[config.mk]
export PLATFORM = sky130hd
export DESIGN_NAME = sram_latency_shim
export DESIGN_NICKNAME = d
export VERILOG_FILES = /design/src/rtl/sram_latency_shim.sv
export SDC_FILE = /design/constraint.sdc
export NUM_CORES = 1
export LEC_CHECK = 0
export ABC_AREA = 1
export CAP_MARGIN = 20
export CORE_MARGIN = 1.5
export CORE_UTILIZATION = 42
export CTS_CLUSTER_DIAMETER = 60
export CTS_CLUSTER_SIZE = 25
export DETAILED_ROUTE_END_ITERATION = 6
export GPL_ROUTABILITY_DRIVEN = 0
export HOLD_SLACK_MARGIN = 0.08
export PLACE_DENSITY_LB_ADDON = 0.08
export REMOVE_ABC_BUFFERS = 1
export SYNTH_ARGS = -nofsm -noshare
export SYNTH_HDL_FRONTEND = slang
export SYNTH_SLANG_ARGS = --single-unit
export TNS_END_PERCENT = 50
[constraint.sdc]
create_clock -name clk_i -period 10.4 [get_ports clk_i]
set_input_delay 1.56 -clock clk_i [delete_from_list [all_inputs] [get_ports clk_i]]
set_output_delay 1.56 -clock clk_i [all_outputs]
set_load 0.02 [all_outputs]
[src/rtl/sram_latency_shim.sv]
// Request/response shim that adds a fixed read latency and a bounded response FIFO in front of a 1-cycle SRAM.
// Optional random grant stalls are enabled by defining SRAM_LATENCY_SHIM_RANDOM_STALL_EN.
module sram_latency_shim #(
   parameter int unsigned DATA_WIDTH = 64,
   parameter int unsigned ADDR_WIDTH = 64,
   parameter int unsigned LATENCY    = 2,
   parameter int unsigned FIFO_DEPTH = 4,
   parameter logic [15:0] LFSR_SEED  = 16'hACE1
) (
   input  logic                    clk_i,
   input  logic                    rst_ni,
   input  logic                    req_i,
   output logic                    gnt_o,
   input  logic                    we_i,
   input  logic [ADDR_WIDTH-1:0]   addr_i,
   input  logic [DATA_WIDTH/8-1:0] be_i,
   input  logic [DATA_WIDTH-1:0]   wdata_i,
   output logic                    rvalid_o,
   input  logic                    rready_i,
   output logic [DATA_WIDTH-1:0]   rdata_o,
   output logic                    mem_req_o,
   output logic                    mem_we_o,
   output logic [ADDR_WIDTH-1:0]   mem_addr_o,
   output logic [DATA_WIDTH/8-1:0] mem_be_o,
   output logic [DATA_WIDTH-1:0]   mem_wdata_o,
   input  logic [DATA_WIDTH-1:0]   mem_rdata_i
);

   localparam int unsigned CNT_W = $clog2(FIFO_DEPTH + 1);
   localparam int unsigned PTR_W = $clog2(FIFO_DEPTH) + 1;
   localparam int unsigned IDX_W = (FIFO_DEPTH > 1) ? $clog2(FIFO_DEPTH) : 1;

   if (LATENCY > 16 || LFSR_SEED == 16'h0) begin : g_param_chk
      $error("sram_latency_shim: LATENCY must be 0..16 and LFSR_SEED non-zero");
   end

   logic [CNT_W-1:0]      r_outst;
   logic                  w_stall;
   logic                  w_acc;
   logic                  w_pop;
   logic                  w_push;
   logic                  w_wr;
   logic                  w_empty;
   logic                  w_full;
   logic [DATA_WIDTH-1:0] w_cap;
   logic [DATA_WIDTH-1:0] w_push_dat;
   logic                  r_vld_p0;
   logic                  r_we_p0;
   logic [PTR_W-1:0]      r_wptr;
   logic [PTR_W-1:0]      r_rptr;
   logic [IDX_W-1:0]      w_widx;
   logic [IDX_W-1:0]      w_ridx;
   logic [DATA_WIDTH-1:0] r_fifo [FIFO_DEPTH];

`ifdef SRAM_LATENCY_SHIM_RANDOM_STALL_EN
   logic [15:0] r_lfsr;

   always_ff @(posedge clk_i or negedge rst_ni) begin
      if (!rst_ni) begin
         r_lfsr <= LFSR_SEED;
      end else begin
         r_lfsr <= {r_lfsr[14:0], r_lfsr[15] ^ r_lfsr[13] ^ r_lfsr[12] ^ r_lfsr[10]};
      end
   end

   assign w_stall = (r_lfsr[1:0] == 2'b00);
`else
   assign w_stall = 1'b0;
`endif

   // Outstanding count covers pipeline plus FIFO, so a grant always has a FIFO slot waiting for it.
   assign gnt_o       = rst_ni & (r_outst < CNT_W'(FIFO_DEPTH)) & ~w_stall;
   assign w_acc       = req_i & gnt_o;
   assign mem_req_o   = w_acc;
   assign mem_we_o    = we_i;
   assign mem_addr_o  = addr_i;
   assign mem_be_o    = be_i;
   assign mem_wdata_o = wdata_i;

   // Stage p0: request tag travels with the SRAM access
   always_ff @(posedge clk_i or negedge rst_ni) begin
      if (!rst_ni) begin
         r_vld_p0 <= 1'b0;
         r_we_p0  <= 1'b0;
      end else begin
         r_vld_p0 <= w_acc;
         r_we_p0  <= we_i;
      end
   end

   assign w_cap = r_we_p0 ? '0 : mem_rdata_i;

   // Stage p1..: LATENCY delay registers between SRAM capture and FIFO push
   if (LATENCY == 0) begin : g_no_dly
      assign w_push     = r_vld_p0;
      assign w_push_dat = w_cap;
   end else begin : g_dly
      logic [LATENCY-1:0]    r_vld_p1;
      logic [DATA_WIDTH-1:0] r_dat_p1 [LATENCY];

      always_ff @(posedge clk_i or negedge rst_ni) begin
         if (!rst_ni) begin
            r_vld_p1 <= '0;
         end else begin
            r_vld_p1[0] <= r_vld_p0;
            for (int i = 1; i < int'(LATENCY); i++) r_vld_p1[i] <= r_vld_p1[i-1];
         end
      end

      always_ff @(posedge clk_i) begin
         r_dat_p1[0] <= w_cap;
         for (int i = 1; i < int'(LATENCY); i++) r_dat_p1[i] <= r_dat_p1[i-1];
      end

      assign w_push     = r_vld_p1[LATENCY-1];
      assign w_push_dat = r_dat_p1[LATENCY-1];
   end

   // Response FIFO: registered head, wrap-bit pointers
   assign w_empty  = (r_wptr == r_rptr);
   assign w_full   = ((r_wptr - r_rptr) == PTR_W'(FIFO_DEPTH));
   assign w_wr     = w_push & ~w_full;
   assign w_widx   = IDX_W'(r_wptr % PTR_W'(FIFO_DEPTH));
   assign w_ridx   = IDX_W'(r_rptr % PTR_W'(FIFO_DEPTH));
   assign rvalid_o = ~w_empty;
   assign rdata_o  = w_empty ? '0 : r_fifo[w_ridx];
   assign w_pop    = rvalid_o & rready_i;

   always_ff @(posedge clk_i) begin
      if (w_wr) r_fifo[w_widx] <= w_push_dat;
   end

   always_ff @(posedge clk_i or negedge rst_ni) begin
      if (!rst_ni) begin
         r_wptr  <= '0;
         r_rptr  <= '0;
         r_outst <= '0;
      end else begin
         if (w_wr)  r_wptr <= r_wptr + PTR_W'(1);
         if (w_pop) r_rptr <= r_rptr + PTR_W'(1);
         if (w_acc & ~w_pop)      r_outst <= r_outst + CNT_W'(1);
         else if (~w_acc & w_pop) r_outst <= r_outst - CNT_W'(1);
      end
   end

endmodule

==> results.md <==
* Synth-to-layout area growth at 12.4%
* Hold_buf cts at 0
* Top Metal Used: met5
* Layout Skew at 14.3 ps
* Slowest cell delay on critical path at 1030 ps
* Fraction of layout cells with a size suffix above 1 at about 6.1%
* Synthesized area at approximately 15000 um^2
* Setup bufs post-CTS at 0
* R2r worst-path depth at 13
* CP Class: flip-flop to output pin
* Final worst setup slack at approximately 4800 ps
* DR vias at 8376
* CTS tree: done
* Io pins at 409
* LEAKAGE at roughly 6 nW
* Die width at 190 um
* CP Data Arrival Time at 4080 ps
* Commonest non-fill, non-tap cell in the layout: nor2_1
* Final Instance Area at 16500 um^2
* Detailed placement HPWL at 27900 um
* Sequential Area at 10600 um^2
* DP Area at 15400 um^2
* Antenna violations before repair at 0
* 1st-pass router iterations at 4
* Unrepaired setup endpoints after global routing: false
* End of the worst register-to-register path: r_outst[2]
* Final #Nets at ~1400
* WL met2 at 17800 um
* Hold path cells at 0
* Starting Density at 42.6%
* # fillers at 3137
* Routed len/inst at 25.2 um
* Initial drt markers at 537
* Routed wire length at around 43000 um
* Slew Limit Fails at 0
* Total grt overflow at 0
* First-pass GRT wire length at 59800 um
* Hold crit path type: flip-flop to flip-flop
* Row Count at 68
* Die area at about 36000 um^2
* Distinct cells, synth at 22
* CP startpoint kind: flip-flop
* Total track usage at 23.6%
* WP data required at about 8800 ps
* Crit. Startpoint: r_rptr[1]
* Synth warnings at 0
* Area of the core at 34500 um^2
* Hold path startpoint: g_dly.r_dat_p1[0][54]
* Die Y at 190 um
* Commonest non-fill, non-tap cells in the layout: nor2_1, edfxtp_1, clkdlybuf4s50_1
* Worst Hold End: g_dly.r_dat_p1[0][118]
* Pin count of the biggest net entering global routing at 81
* Family with the most delay on the worst path: buffers and inverters
* Post-cts sizing count at 0
* Crit-path slowest cell: dfrtp_4
* Hold Vio Cnt, Final at 0
* Routed vias/inst at 4.92
* Critical path, cell by cell: inv_2 -> ha_1 -> nand2_1 -> nor2_4 -> buf_4 -> a21oi_1 -> clkdlybuf4s50_1
* CTS root buf: clkbuf_16
* WP buf/inv at 3
* Skew-Pair Late Insertion Delay at 570 ps
* Power, Total at 4.96 mW
* H-tree depth at 1
* Met3 WL at 5320 um
* VDD IR-drop max at 148 uV
* Power density cells at 300 nW/um^2
* Period utilization at 54.2%
* Diode count at 0
* DP Worst Slack at 5250 ps
* Crit path max fanout at 66
* Reg-to-reg critical path startpoint: r_rptr[1]
* Max cap viols at 0
* Status: complete, no violations
* Mapped Cells at 1239
* Number of setup violations in the final report at 0
* FF+latch count, synth at 397
* Setup TNS at 0 ps
* Sequential area share after synthesis at between 70 and 80%
* Syn avg cell area at 11.9 um^2
* CP endpoint kind: output pin
* Worst-path clk slew at 80 ps
* Port Buffer Count at 136
* Longest Clk Path Bufs at 3
* # DRC at 0
* Max_slew headroom at 34.4%
* Footprint of the multi-input gates at 2520 um^2
* Wl on met1 at 16700 um
* Reg2reg setup slack at 6150 ps
* Number of global-route vias before repair at 7933
* Clock sinks at 397
* Clock period minus worst slack at between 5000 and 6000 ps
* Slew at the pin with the worst max-slew slack at 984 ps
* Antenna-violating nets left at 0
* Num CTS Buffers at 31
* Highest Clock Rate at 0.177 GHz
==> metrics by stage <==
step	hold slack [ps]	utilization (%)	cells
floorplan	310	-	1046
global placement	310	44.6	1646
detailed placement	312	44.6	1646
finish	324	47.9	1702
CTS	327	47.9	1702
global route	333	47.9	1702
==> cells by family after synthesis <==
group                    synth area share, %
AO/OA/AOI/OAI                           6.67
XOR/XNOR                               0.179
adder cells (fa/ha/maj)                0.816
buffers and inverters                   11.2
flip-flops                              71.9
multiplexers                          0.0765
AND/OR/NAND/NOR                         9.17
==> worst max path at each step <==
stage	to	slack (ps)	cells after the start
3_3_place_gp	rvalid_o	5320	7
4_1_cts	rdata_o[61]	4630	7
5_1_grt	rdata_o[16]	4520	7
3_5_place_dp	rdata_o[61]	5250	7
2_1_floorplan	rvalid_o	3290	5
6_report	rdata_o[61]	4760	7
==> registers in the layout (all words and copies together), names as in the netlist <==
signal and cells:
g_dly.r_dat_p1 128, g_dly.r_vld_p1 2, r_fifo 256, r_outst 3, r_rptr 3, r_vld_p0 1
r_we_p0 1, r_wptr 3
==> final cells by class <==
| cell class | count | share of cell area, % |
|---|---|---|
| flip-flops and latches | 397 | 64.0 |
| repair buffers | 145 | 8.64 |
| clock buffers | 31 | 4.69 |
| inverters | 83 | 1.91 |
| clock inverters | 25 | 2.07 |
| well taps | 455 | 3.44 |
| multi-input cells | 566 | 15.2 |
==> power by group <==
group	internal, mW	leakage [nW]	switching, mW
clock	0.635	0.536	0.615
combinational	0.699	2.00	1.08
sequential	1.81	3.57	0.131
==> per-layer routing <==
metal | GRT usage [%] | vias up
met5 | 7.14 | -
met3 | 11.5 | 101
met2 | 33.5 | 424
met1 | 28.7 | 3912
met4 | 13.6 | 10
li1 | - | 3929
==> cell usage after synthesis <==
master    number  share of area (%)
and3_1         1              0.043
a21oi_1       66                2.2
fa_1           1               0.14
buf_2          7               0.24
inv_2          1              0.025
mux2_2         1              0.077
xor2_1         2               0.12
o21ai_0      120                4.1
clkbuf_1      22               0.56
ha_1           8               0.68
o21ai_1       10               0.34
nor2_1       326                8.3
buf_6          5               0.38
buf_1          7               0.18
nand3_1        5               0.17
edfxtp_1     256                 52
dfxtp_1      128                 17
inv_1         82                2.1
buf_4        152                7.8
nand2_1       25               0.64
xnor2_1        1              0.060
dfrtp_1       13                2.2
Note: power is estimated with default switching activity, not from simulation.
